===== src/rtl/mc_ctrl_pkg.sv =====
// Shared types and encodings for the multicycle RV32I main controller.
package mc_ctrl_pkg;

  typedef enum logic [3:0] {
    S_FETCH    = 4'd0,
    S_DECODE   = 4'd1,
    S_MEMADR   = 4'd2,
    S_MEMREAD  = 4'd3,
    S_MEMWB    = 4'd4,
    S_MEMWRITE = 4'd5,
    S_EXEC_R   = 4'd6,
    S_EXEC_I   = 4'd7,
    S_ALUWB    = 4'd8,
    S_BRANCH   = 4'd9,
    S_JALR_ADR = 4'd10,
    S_JUMP     = 4'd11,
    S_TRAP     = 4'd12
  } state_t;

  typedef enum logic [1:0] {
    TC_NONE    = 2'b00,
    TC_ILLEGAL = 2'b01,
    TC_TIMEOUT = 2'b10
  } trap_cause_t;

  localparam logic [6:0] OP_LOAD   = 7'b0000011;
  localparam logic [6:0] OP_STORE  = 7'b0100011;
  localparam logic [6:0] OP_RTYPE  = 7'b0110011;
  localparam logic [6:0] OP_ITYPE  = 7'b0010011;
  localparam logic [6:0] OP_BRANCH = 7'b1100011;
  localparam logic [6:0] OP_JAL    = 7'b1101111;
  localparam logic [6:0] OP_JALR   = 7'b1100111;

  localparam logic [1:0] SRCA_PC    = 2'b00;
  localparam logic [1:0] SRCA_OLDPC = 2'b01;
  localparam logic [1:0] SRCA_RS1   = 2'b10;

  localparam logic [1:0] SRCB_RS2  = 2'b00;
  localparam logic [1:0] SRCB_IMM  = 2'b01;
  localparam logic [1:0] SRCB_FOUR = 2'b10;

  localparam logic [1:0] ALUOP_ADD    = 2'b00;
  localparam logic [1:0] ALUOP_BRANCH = 2'b01;
  localparam logic [1:0] ALUOP_RTYPE  = 2'b10;
  localparam logic [1:0] ALUOP_ITYPE  = 2'b11;

  localparam logic [1:0] RES_ALUOUT  = 2'b00;
  localparam logic [1:0] RES_MEMDATA = 2'b01;
  localparam logic [1:0] RES_ALU     = 2'b10;

  // Purely state-derived control word; input-gated strobes are added in the top.
  typedef struct packed {
    logic       pc_write;
    logic       mem_read;
    logic       mem_write;
    logic       reg_write;
    logic       adr_src;
    logic       instr_done;
    logic [1:0] alu_src_a;
    logic [1:0] alu_src_b;
    logic [1:0] alu_op;
    logic [1:0] result_src;
  } ctrl_t;

  function automatic ctrl_t decode_ctrl(input state_t s);
    ctrl_t c;
    c = '0;
    case (s)
      S_FETCH: begin
        c.mem_read   = 1'b1;
        c.alu_src_a  = SRCA_PC;
        c.alu_src_b  = SRCB_FOUR;
        c.alu_op     = ALUOP_ADD;
        c.result_src = RES_ALU;
      end
      S_DECODE: begin
        c.alu_src_a = SRCA_OLDPC;
        c.alu_src_b = SRCB_IMM;
        c.alu_op    = ALUOP_ADD;
      end
      S_MEMADR, S_JALR_ADR: begin
        c.alu_src_a = SRCA_RS1;
        c.alu_src_b = SRCB_IMM;
        c.alu_op    = ALUOP_ADD;
      end
      S_MEMREAD: begin
        c.adr_src  = 1'b1;
        c.mem_read = 1'b1;
      end
      S_MEMWB: begin
        c.result_src = RES_MEMDATA;
        c.reg_write  = 1'b1;
        c.instr_done = 1'b1;
      end
      S_MEMWRITE: begin
        c.adr_src   = 1'b1;
        c.mem_write = 1'b1;
      end
      S_EXEC_R: begin
        c.alu_src_a = SRCA_RS1;
        c.alu_src_b = SRCB_RS2;
        c.alu_op    = ALUOP_RTYPE;
      end
      S_EXEC_I: begin
        c.alu_src_a = SRCA_RS1;
        c.alu_src_b = SRCB_IMM;
        c.alu_op    = ALUOP_ITYPE;
      end
      S_ALUWB: begin
        c.result_src = RES_ALUOUT;
        c.reg_write  = 1'b1;
        c.instr_done = 1'b1;
      end
      S_BRANCH: begin
        c.alu_src_a  = SRCA_RS1;
        c.alu_src_b  = SRCB_RS2;
        c.alu_op     = ALUOP_BRANCH;
        c.result_src = RES_ALUOUT;
        c.instr_done = 1'b1;
      end
      S_JUMP: begin
        c.alu_src_a  = SRCA_OLDPC;
        c.alu_src_b  = SRCB_FOUR;
        c.alu_op     = ALUOP_ADD;
        c.result_src = RES_ALUOUT;
        c.pc_write   = 1'b1;
      end
      default: c = '0;
    endcase
    return c;
  endfunction

endpackage


===== src/rtl/mc_mem_watchdog.sv =====
// Memory wait watchdog: counts consecutive stalled cycles and flags the
// cycle on which the stall limit is reached. MEM_TIMEOUT=0 disables it.
module mc_mem_watchdog
  import mc_ctrl_pkg::*;
#(
  parameter int MEM_TIMEOUT = 15,
  parameter int CNT_W       = 4
) (
  input  logic clk,
  input  logic reset,
  input  logic waiting,
  input  logic mem_ready,
  output logic timeout
);

  localparam bit ENABLED = (MEM_TIMEOUT > 0);
  localparam logic [CNT_W-1:0] CNT_LAST = CNT_W'((MEM_TIMEOUT > 0) ? MEM_TIMEOUT - 1 : 0);

  logic [CNT_W-1:0] cnt_q;
  logic             stalled;

  assign stalled = waiting && !mem_ready;
  // mem_ready high on the limit cycle suppresses the timeout via stalled.
  assign timeout = ENABLED && stalled && (cnt_q == CNT_LAST);

  // Leaving a wait state always coincides with !stalled or timeout, so this also clears on state change.
  always_ff @(posedge clk) begin
    if (reset || !ENABLED || !stalled || timeout) cnt_q <= '0;
    else                                          cnt_q <= cnt_q + 1'b1;
  end

endmodule


===== src/rtl/mc_controller.sv =====
// Multicycle RV32I main control unit with memory handshake stalls,
// bus-timeout watchdog and sticky trap.
//
// state      | meaning
// -----------+--------------------------------------------------
// FETCH      | read instruction at PC, PC+4 -> PC on mem_ready
// DECODE     | decode opcode, OldPC+imm -> ALUOut
// MEMADR     | rs1+imm -> ALUOut (load/store address)
// MEMREAD    | read data at ALUOut, wait for mem_ready
// MEMWB      | MemData -> rd
// MEMWRITE   | write rs2 at ALUOut, wait for mem_ready
// EXEC_R     | rs1 op rs2
// EXEC_I     | rs1 op imm
// ALUWB      | ALUOut -> rd
// BRANCH     | compare, ALUOut -> PC when taken
// JALR_ADR   | rs1+imm -> ALUOut
// JUMP       | ALUOut -> PC, OldPC+4 -> ALUOut
// TRAP       | illegal opcode or bus timeout, held until reset
module mc_controller
  import mc_ctrl_pkg::*;
#(
  parameter int MEM_TIMEOUT = 15,
  parameter int CNT_W       = (MEM_TIMEOUT < 1) ? 1 : $clog2(MEM_TIMEOUT + 1)
) (
  input  logic       clk,
  input  logic       reset,
  input  logic [6:0] Opcode,
  input  logic       branch_taken,
  input  logic       mem_ready,
  output logic       PCWrite,
  output logic       IRWrite,
  output logic       AdrSrc,
  output logic       MemRead,
  output logic       MemWrite,
  output logic       RegWrite,
  output logic [1:0] ALUSrcA,
  output logic [1:0] ALUSrcB,
  output logic [1:0] ALUOp,
  output logic [1:0] ResultSrc,
  output logic       instr_done,
  output logic       trap,
  output logic [1:0] trap_cause,
  output logic [3:0] state_o
);

  state_t      state_q, state_d;
  ctrl_t       ctrl_q;
  trap_cause_t cause_q;
  logic        trap_q;
  logic        waiting;
  logic        timeout;

  assign waiting = (state_q == S_FETCH) || (state_q == S_MEMREAD) || (state_q == S_MEMWRITE);

  mc_mem_watchdog #(
    .MEM_TIMEOUT(MEM_TIMEOUT),
    .CNT_W      (CNT_W)
  ) u_watchdog (
    .clk      (clk),
    .reset    (reset),
    .waiting  (waiting),
    .mem_ready(mem_ready),
    .timeout  (timeout)
  );

  // Next-state decode; mem_ready is only consulted in the three wait states.
  always_comb begin
    state_d = state_q;
    case (state_q)
      S_FETCH: begin
        if (mem_ready)    state_d = S_DECODE;
        else if (timeout) state_d = S_TRAP;
      end
      S_DECODE: begin
        case (Opcode)
          OP_LOAD, OP_STORE: state_d = S_MEMADR;
          OP_RTYPE:          state_d = S_EXEC_R;
          OP_ITYPE:          state_d = S_EXEC_I;
          OP_BRANCH:         state_d = S_BRANCH;
          OP_JAL:            state_d = S_JUMP;
          OP_JALR:           state_d = S_JALR_ADR;
          default:           state_d = S_TRAP;
        endcase
      end
      S_MEMADR:   state_d = (Opcode == OP_STORE) ? S_MEMWRITE : S_MEMREAD;
      S_MEMREAD: begin
        if (mem_ready)    state_d = S_MEMWB;
        else if (timeout) state_d = S_TRAP;
      end
      S_MEMWB:    state_d = S_FETCH;
      S_MEMWRITE: begin
        if (mem_ready)    state_d = S_FETCH;
        else if (timeout) state_d = S_TRAP;
      end
      S_EXEC_R:   state_d = S_ALUWB;
      S_EXEC_I:   state_d = S_ALUWB;
      S_ALUWB:    state_d = S_FETCH;
      S_BRANCH:   state_d = S_FETCH;
      S_JALR_ADR: state_d = S_JUMP;
      S_JUMP:     state_d = S_ALUWB;
      S_TRAP:     state_d = S_TRAP;
      default:    state_d = S_TRAP;
    endcase
  end

  // State register with the control word registered alongside it from the next state.
  always_ff @(posedge clk) begin
    if (reset) begin
      state_q <= S_FETCH;
      ctrl_q  <= decode_ctrl(S_FETCH);
      trap_q  <= 1'b0;
      cause_q <= TC_NONE;
    end else begin
      state_q <= state_d;
      ctrl_q  <= decode_ctrl(state_d);
      trap_q  <= (state_d == S_TRAP);
      if (state_d == S_TRAP && state_q != S_TRAP)
        cause_q <= (state_q == S_DECODE) ? TC_ILLEGAL : TC_TIMEOUT;
    end
  end

  // Enables are masked during reset so an aborted instruction makes no writes.
  assign PCWrite    = !reset && (ctrl_q.pc_write
                                 || (state_q == S_FETCH  && mem_ready)
                                 || (state_q == S_BRANCH && branch_taken));
  assign IRWrite    = !reset && (state_q == S_FETCH) && mem_ready;
  assign MemRead    = !reset && ctrl_q.mem_read;
  assign MemWrite   = !reset && ctrl_q.mem_write;
  assign RegWrite   = !reset && ctrl_q.reg_write;
  assign instr_done = !reset && (ctrl_q.instr_done || (state_q == S_MEMWRITE && mem_ready));
  assign AdrSrc     = ctrl_q.adr_src;
  assign ALUSrcA    = ctrl_q.alu_src_a;
  assign ALUSrcB    = ctrl_q.alu_src_b;
  assign ALUOp      = ctrl_q.alu_op;
  assign ResultSrc  = ctrl_q.result_src;
  assign trap       = trap_q;
  assign trap_cause = cause_q;
  assign state_o    = state_q;

endmodule


===== config.mk =====
export PLATFORM = sky130hd
export DESIGN_NAME = mc_controller
export DESIGN_NICKNAME = d
export VERILOG_FILES = /design/src/rtl/mc_ctrl_pkg.sv /design/src/rtl/mc_mem_watchdog.sv /design/src/rtl/mc_controller.sv
export SDC_FILE = /design/constraint.sdc
export NUM_CORES = 1
export LEC_CHECK = 0
export ABC_AREA = 1
export ABC_CLOCK_PERIOD_IN_PS = 3100
export CORE_ASPECT_RATIO = 0.8
export CORE_MARGIN = 2
export CORE_UTILIZATION = 53
export DETAILED_ROUTE_END_ITERATION = 8
export PLACE_DENSITY = 0.82
export SETUP_SLACK_MARGIN = 0.02
export SLEW_MARGIN = 0
export SYNTH_ARGS = -nofsm -noshare
export SYNTH_HDL_FRONTEND = slang
export SYNTH_SLANG_ARGS = --single-unit

===== constraint.sdc =====
create_clock -name clk -period 3.1 [get_ports clk]
set_clock_uncertainty 0.15 [all_clocks]
set_input_delay 0.465 -clock clk [delete_from_list [all_inputs] [get_ports clk]]
set_output_delay 0.465 -clock clk [all_outputs]
set_load 0.005 [all_outputs]

==> results of run 1 <==
[layout by cell type (no fill, tap or decap), drive strengths merged]
cell type,synthesis,final
a21oi,8,8
a31oi,2,2
buf,9,1
clkbuf,2,4
clkdlybuf4s50,0,32
dfxtp,25,25
ha,2,2
inv,34,34
nand2,52,52
nand3,23,23
nand4,2,2
nor2,38,38
nor3,2,2
o2111ai,1,1
o211ai,1,1
o21ai,3,3
o22ai,1,1
xnor2,1,1
xor2,1,1
[per-layer routing]
layer,wire [µm],GRT usage,up-vias
li1,-,-,683
met3,194,0.0367,2
met4,20,0.0461,0
met1,1520,0.340,576
met5,0,0,-
met2,1380,0.363,46
[sequential cells by signal (all words and copies together), names as in the netlist, 2 cells and up]
| signal | flops |
|---|---|
| ALUSrcA | 2 |
| trap_cause | 2 |
| ALUOp | 2 |
| state_o | 4 |
| ctrl_q | 5 |
| ALUSrcB | 2 |
| ResultSrc | 2 |
| u_watchdog.cnt_q | 4 |
[area by class of cell]
class / instances / area (µm²) / area share
clock buffer: 4 / 26.3 / 0.0152
inverter: 34 / 130 / 0.0754
multi-input combinational: 137 / 697 / 0.404
sequential: 25 / 500 / 0.290
tap: 36 / 45.0 / 0.0261
timing repair buffer: 33 / 328 / 0.190
[worst max-delay path: cells and delay by family]
| kind | cells | cell delay, ns |
|---|---|---|
| buf+inv | 3 | 1.24 |
| compound gates | 1 | 0.18 |
| simple gates | 1 | 0.11 |
[per-stage QoR]
stage | cell area [µm²] | worst slack [ns] | std cells | utilization | total power, W
after floorplan | 1400 | 1.34 | 207 | - | 0.000737
after global placement | 1700 | 0.566 | 265 | 0.685 | 0.000881
after detailed placement | 1700 | 0.492 | 265 | 0.685 | 0.000883
after CTS | 1730 | 0.492 | 269 | 0.696 | 0.00102
after global routing | 1730 | 0.336 | 269 | 0.696 | 0.00110
final | 1730 | 0.493 | 269 | 0.696 | 0.00102
[final timing paths]
check                 startpoint            end  slack, ns  depth (start not counted)
max                        reset     instr_done       0.49                          5
min                trap_cause[0]  trap_cause[0]       0.30                          2
max reg2reg  u_watchdog.cnt_q[0]       ALUOp[0]       1.01                         14
min reg2reg        trap_cause[0]  trap_cause[0]       0.30                          2
[cells by family (layout without fill, tap and decap cells)]
| family | after synthesis | after routing | synth area share |
|---|---|---|---|
| buf+inv | 45 | 71 | 0.145 |
| simple gates | 117 | 117 | 0.400 |
| compound gates | 16 | 16 | 0.0670 |
| xor+xnor | 2 | 2 | 0.0125 |
| flops | 25 | 25 | 0.357 |
| fa+ha+maj | 2 | 2 | 0.0179 |
[power groups by stage]
stage | Clock [W] | Sequential, W | Combinational (W)
3_3_place_gp | 0 | 0.000416 | 0.000465
5_1_grt | 0.000158 | 0.000416 | 0.000529
6_report | 0.000142 | 0.000408 | 0.000471
2_1_floorplan | 0 | 0.000410 | 0.000326
4_1_cts | 0.000142 | 0.000409 | 0.000469
3_5_place_dp | 0 | 0.000416 | 0.000467
==> impl_results.md, run 1 <==
- Timing-limited maximum frequency: between 300 and 400 MHz
- Count of input and output buffers: 32
- Worst setup path class: primary input to output port
- Number of distinct library cell variants in the gate-level netlist after synthesis: 28
- Routed Antenna Nets: 0
- Switching share of power: 0.386
- First-pass iteration count of the detailed router: 4
- Clk pwr share: 0.139
- Syn_nets: 220
- Cell types with the largest area share after synthesis: dfxtp_1 (36%), nand2_1 (12%), nor2_1 (8.6%), inv_1 (7.2%), nand3_1 (6.4%)
- Most area-hungry cell type in the Yosys netlist: dfxtp_1
- Final HPWL DP: 2.49 mm
- Maximum clock path buffer count: 2
- Most used flip-flop cell after synthesis: dfxtp_1
- Placer's final routability congestion estimate: roughly 0.90
- Result of the run: complete, no violations
- Portion of synthesized cell area occupied by the leading cell type: 0.357
- Max FO, Critical Path: 11
- Vias: 1307
- Cell chain of the critical path: clkdlybuf4s50_1, inv_1, nand2_1, o21ai_0, clkdlybuf4s50_1
- Cell internal power dissipation: between 0.0006 and 0.0007 W
- Sequential area share after synthesis: 0.357
- Syn. warnings: 0
- Height of the die: 50.0 µm
- Cell at the slowest stage of the critical path: clkdlybuf4s50_1
- Vias per inst: between 4 and 5
- Clk pin slew, worst setup/hold paths: between 0.1 and 0.15 ns
- CORE AREA: 0.00248 mm²
- Worst ir drop on vdd: about 390 µV
- Relative area change from synthesis to final layout: 23.3%
- Relative slew slack: 0.753
- Number of antenna violations at the first check in global routing: 0
- Relative contribution of sequential cells to total power: 0.400
- Final #Nets: ~250
- Power density over the cells: just under 600 mW/mm²
- Number of hold-slack violations in the final timing report: 0
- Worst stage delay on the critical path: around 0.52 ns
- Die Footprint: 0.00307 mm²
- CTS tree: built
- Routed WL per cell: about 12 µm
- Share of synthesized registers carrying an async set or reset: 0
- Overflow left after global routing: 0
- Post-synth EDFFs: 0
- Transition time at the pin with the least slew margin: around 0.37 ns
- Required time at the worst-slack endpoint: 2.48 ns
- Initial DRC Count: 76
- Total net switching power: a little under 0.0004 W
- Number of placement rows: 16
- CTS root buffer: clkbuf_4
- Worst min path class: flop to flop
- Final min period: about 2.6 ns
- Most numerous cell types in the synthesized netlist: nand2_1 (45), nor2_1 (32), inv_1 (27), dfxtp_1 (25), nand3_1 (18)
- Initial standard-cell utilization of the core: 0.564
- Synthesized instance count: 207
- Final setup vio count: 0
- Post-synthesis area per instance: around 6.8 µm²
- I/O Pins: 33
- Total of cells resized after clock tree synthesis: 0
- CP Data Arrival Time: 1.99 ns
- # Post-CTS Setup Buffers: 0
- Combinational group share of total power: 0.461
- Register bit total from synthesis: 25
- Startpoint type of the worst setup path: primary input
- Number of global-route vias before repair: about 1200
- Die width: between 60 and 70 µm
- Kind of capture point of the worst setup path: output port
- Hold Buf Count CTS: 0
- Total Wirelength: around 3.1 mm
- Setup repair after global routing missed its margin: no
- Clock latency at the later pin of the worst-skew pair: just over 0.3 ns
- Worst hold slack: a little over 0.3 ns
- CTS HTree Levels: 1
- Count of inserted antenna diode cells: 0
- Post-Synthesis Cell Area: between 0.001 and 0.0015 mm²
- Leakage Power: roughly 0.80 nW
- Setup TNS after final layout: 0 ns
- Wire length of the first global-routing pass: roughly 5.4 mm
- Most frequent cell after synthesis: nand2_1
- Most common cell type on the critical path: clkdlybuf4s50_1
- Count of final max-slew check failures: 0
- Portion of the clock cycle consumed by the worst path in the final layout: 0.841
- Fraction of final layout cells sized beyond drive strength 1: 0.129
- Number of maximum-capacitance constraint violations: 0
- Global routing usage summed across all routing layers: 0.233
- Pin count of the biggest net entering global routing: 16
- TritonCTS buffer count: 3
- Filler instances: between 200 and 250
- Number of remaining DRC errors: 0
- Total clock sinks: 25
(Power assumes the default switching activity.)
==> run 2, diff against run 1 <==
--- a/config.mk
+++ b/config.mk
@@ -6,12 +6,12 @@
 export NUM_CORES = 1
 export LEC_CHECK = 0
 export ABC_AREA = 1
-export ABC_CLOCK_PERIOD_IN_PS = 3100
+export ABC_CLOCK_PERIOD_IN_PS = 2350
 export CORE_ASPECT_RATIO = 0.8
 export CORE_MARGIN = 2
-export CORE_UTILIZATION = 53
+export CORE_UTILIZATION = 44
 export DETAILED_ROUTE_END_ITERATION = 8
-export PLACE_DENSITY = 0.82
+export PLACE_DENSITY = 0.73
 export SETUP_SLACK_MARGIN = 0.02
 export SLEW_MARGIN = 0
 export SYNTH_ARGS = -nofsm -noshare
==> constraint.sdc (replaced) <==
create_clock -name clk -period 2.35 [get_ports clk]
set_clock_uncertainty 0.15 [all_clocks]
set_input_delay 0.3525 -clock clk [delete_from_list [all_inputs] [get_ports clk]]
set_output_delay 0.3525 -clock clk [all_outputs]
set_load 0.005 [all_outputs]
==> impl_results.md, run 2 (synthesis gave the netlist of run 1 again) <==
- Depth of the most critical reg-to-reg path: 14 (unchanged)
- CORE AREA: 0.00306 mm² (+23%)
- # Post-CTS Setup Buffers: 0 (unchanged)
- Number of global-route vias before repair: 1145 (-7.3%)
- FF-to-FF setup slack: 0.36 ns (-0.65 ns)
- Number of cells traversed by the worst hold path: 2 (unchanged)
- Initial standard-cell utilization of the core: 0.457 (-0.107)
- Vias: 1308 (+0.077%)
- Overflow left after global routing: 0 (unchanged)
- Count of input and output buffers: 32 (unchanged)
- Final setup vio count: 0 (unchanged)
- Routed Antenna Nets: 0 (unchanged)
- Power density over the cells: 799 mW/mm² (+35%)
- First-pass iteration count of the detailed router: 4 (unchanged)
- Routed WL per cell: 10.5 µm (-8.8%)
- Pin count of the biggest net entering global routing: 16 (unchanged)
- Largest register by flop count: ctrl_q
- Flip-flop and latch area: 507 µm² (+1.2%)
- Sink of the worst hold path: trap_cause[0]
- Total Wirelength: 2.91 mm (-6.5%)
- Timing-limited maximum frequency: approximately 450 MHz
- Worst reg2reg path endpoint: ALUOp[0]
- Startpoint type of the worst setup path: primary input
- I/O Pins: 33 (unchanged)
- Worst ir drop on vdd: 547 µV (+39%)
- Most common cell after layout, fill and taps aside: nand2_1
- Final min period: 2.21 ns
- Leakage Power: 0.828 nW (+3.1%)
- Maximum clock path buffer count: 2 (unchanged)
- Required time at the worst-slack endpoint: 1.85 ns (-0.63 ns)
- Clk pin slew, worst setup/hold paths: 0.08 ns (-0.05 ns)
- Global routing usage summed across all routing layers: 0.177 (-0.0566)
- Setup repair after global routing missed its margin: no
- CTS root buffer: clkbuf_8
- Kind of capture point of the worst setup path: output port
- Area of all placed cells without fillers: 0.00179 mm² (+3.8%)
- CTS tree: built
- Portion of the clock cycle consumed by the worst path in the final layout: 0.941
- Transition time at the pin with the least slew margin: 0.395 ns (+0.0270 ns)
- Clock latency at the later pin of the worst-skew pair: 0.27 ns (-0.04 ns)
- Area of the multi-input gates: 707 µm² (+1.4%)
- Cell Area, Placed: 0.00173 mm² (+1.6%)
- Wire length of the first global-routing pass: 4.90 mm (-9.9%)
- Height of the die: 54.5 µm (+9.0%)
- Count of inserted antenna diode cells: 0 (unchanged)
- Initial DRC Count: 92 (+21%)
- Number of placement rows: 18 (+2)
- Worst min path class: flop to flop
- Relative area change from synthesis to final layout: 28.1%
- Number of antenna violations at the first check in global routing: 0 (unchanged)
- Max FFs per register: 5 (unchanged)
- Die Footprint: 0.00365 mm² (+19%)
- Worst setup path class: primary input to output port
- Final #Nets: 250 (+1.2%)
- Die width: 67.1 µm (+9.1%)
- Vias per inst: 4.74 (-2.5%)
- Placer's final routability congestion estimate: 0.899 (-0.56%)
- Fraction of final layout cells sized beyond drive strength 1: 0.165 (+0.0365)
- Number of remaining DRC errors: 0 (unchanged)
- Max FO, Critical Path: 4 (-7)
- Filler instances: 316 (+32%)
- Number of maximum-capacitance constraint violations: 0 (unchanged)
- CP Data Arrival Time: 1.71 ns (-0.28 ns)
- Commonest cells after routing, fill and taps aside: nand2_1 (45), clkdlybuf4s50_1 (32), nor2_1 (30), inv_1 (27), dfxtp_1 (22)
- TritonCTS buffer count: 3 (unchanged)
- CTS HTree Levels: 1 (unchanged)
- Number of hold-slack violations in the final timing report: 0 (unchanged)
- Setup TNS after final layout: 0 ns (unchanged)
- Result of the run: complete, no violations
- Total clock sinks: 25 (unchanged)
- Launch point of the worst reg-to-reg path: u_watchdog.cnt_q[0]
- Count of final max-slew check failures: 0 (unchanged)
- Final HPWL DP: 2.33 mm (-6.6%)
- Relative slew slack: 0.735 (-0.0181)
- Startpoint of the worst hold path: trap_cause[0]
-- run 2: changes by cell type in the layout (fill, tap and decap cells not counted), sizes merged --
cell      change
clkbuf        -1
buf           +3
clkinvlp      +1
-- run 2: how the worst max path moves through the flow --
stage | end | slack (ns) | cells past startpoint | startpoint
after floorplan | ALUOp[0] | 0.63 | 14 | u_watchdog.cnt_q[0]
after global placement | ALUOp[0] | 0.07 | 15 | Opcode[5]
after detailed placement | ALUOp[0] | 0.04 | 14 | Opcode[1]
after CTS | instr_done | 0.05 | 5 | state_o[2]
after global routing | PCWrite | 0.03 | 4 | state_o[3]
final | PCWrite | 0.14 | 4 | mem_ready
-- run 2: worst max-delay path, cell delays in order --
cell,delay [ns]
clkdlybuf4s50_1,0.54
nand3_2,0.10
a31oi_1,0.19
clkdlybuf4s50_1,0.52
-- run 2: per-stage QoR --
stage	power (W)	worst slack [ns]	hold slack, ns	std cells	util
after CTS	0.00143	0.0492	0.300	276	0.580
after global placement	0.00117	0.0681	0.285	272	0.564
after detailed placement	0.00117	0.0432	0.287	272	0.564
final	0.00143	0.139	0.300	276	0.585
after floorplan	0.000972	0.631	0.280	207	-
after global routing	0.00154	0.0300	0.305	276	0.585
-- run 2: area by class of cell --
| class | count | share of cell area |
|---|---|---|
| Timing Repair Buffer | 36 | 0.195 |
| Clock buffer | 3 | 0.0230 |
| Clock inverter | 1 | 0.00419 |
| Inverter | 34 | 0.0726 |
| Tap cell | 40 | 0.0279 |
| Multi-Input combinational cell | 137 | 0.394 |
| Sequential cell | 25 | 0.283 |
-- run 2: repair_timing --
action | CTS | global route
pin swaps | 0 | 1
hold buffers | 0 | 0
resized for setup | 1 | 6
endpoints found under the setup margin | 1 | 2
-- run 2: power breakdown --
part | internal (W) | total, W | switching, W
Sequential | 0.000499 | 0.000544 | 0.0000452
Combinational | 0.000277 | 0.000632 | 0.000355
Clock | 0.000120 | 0.000256 | 0.000136
-- run 2: layer usage --
metal  GRT usage  vias up  wire, µm
met4      0.0408        0        31
met5           0        -         0
li1            -      691         -
met2       0.276       39      1230
met3      0.0391        5       201
met1       0.251      573      1440
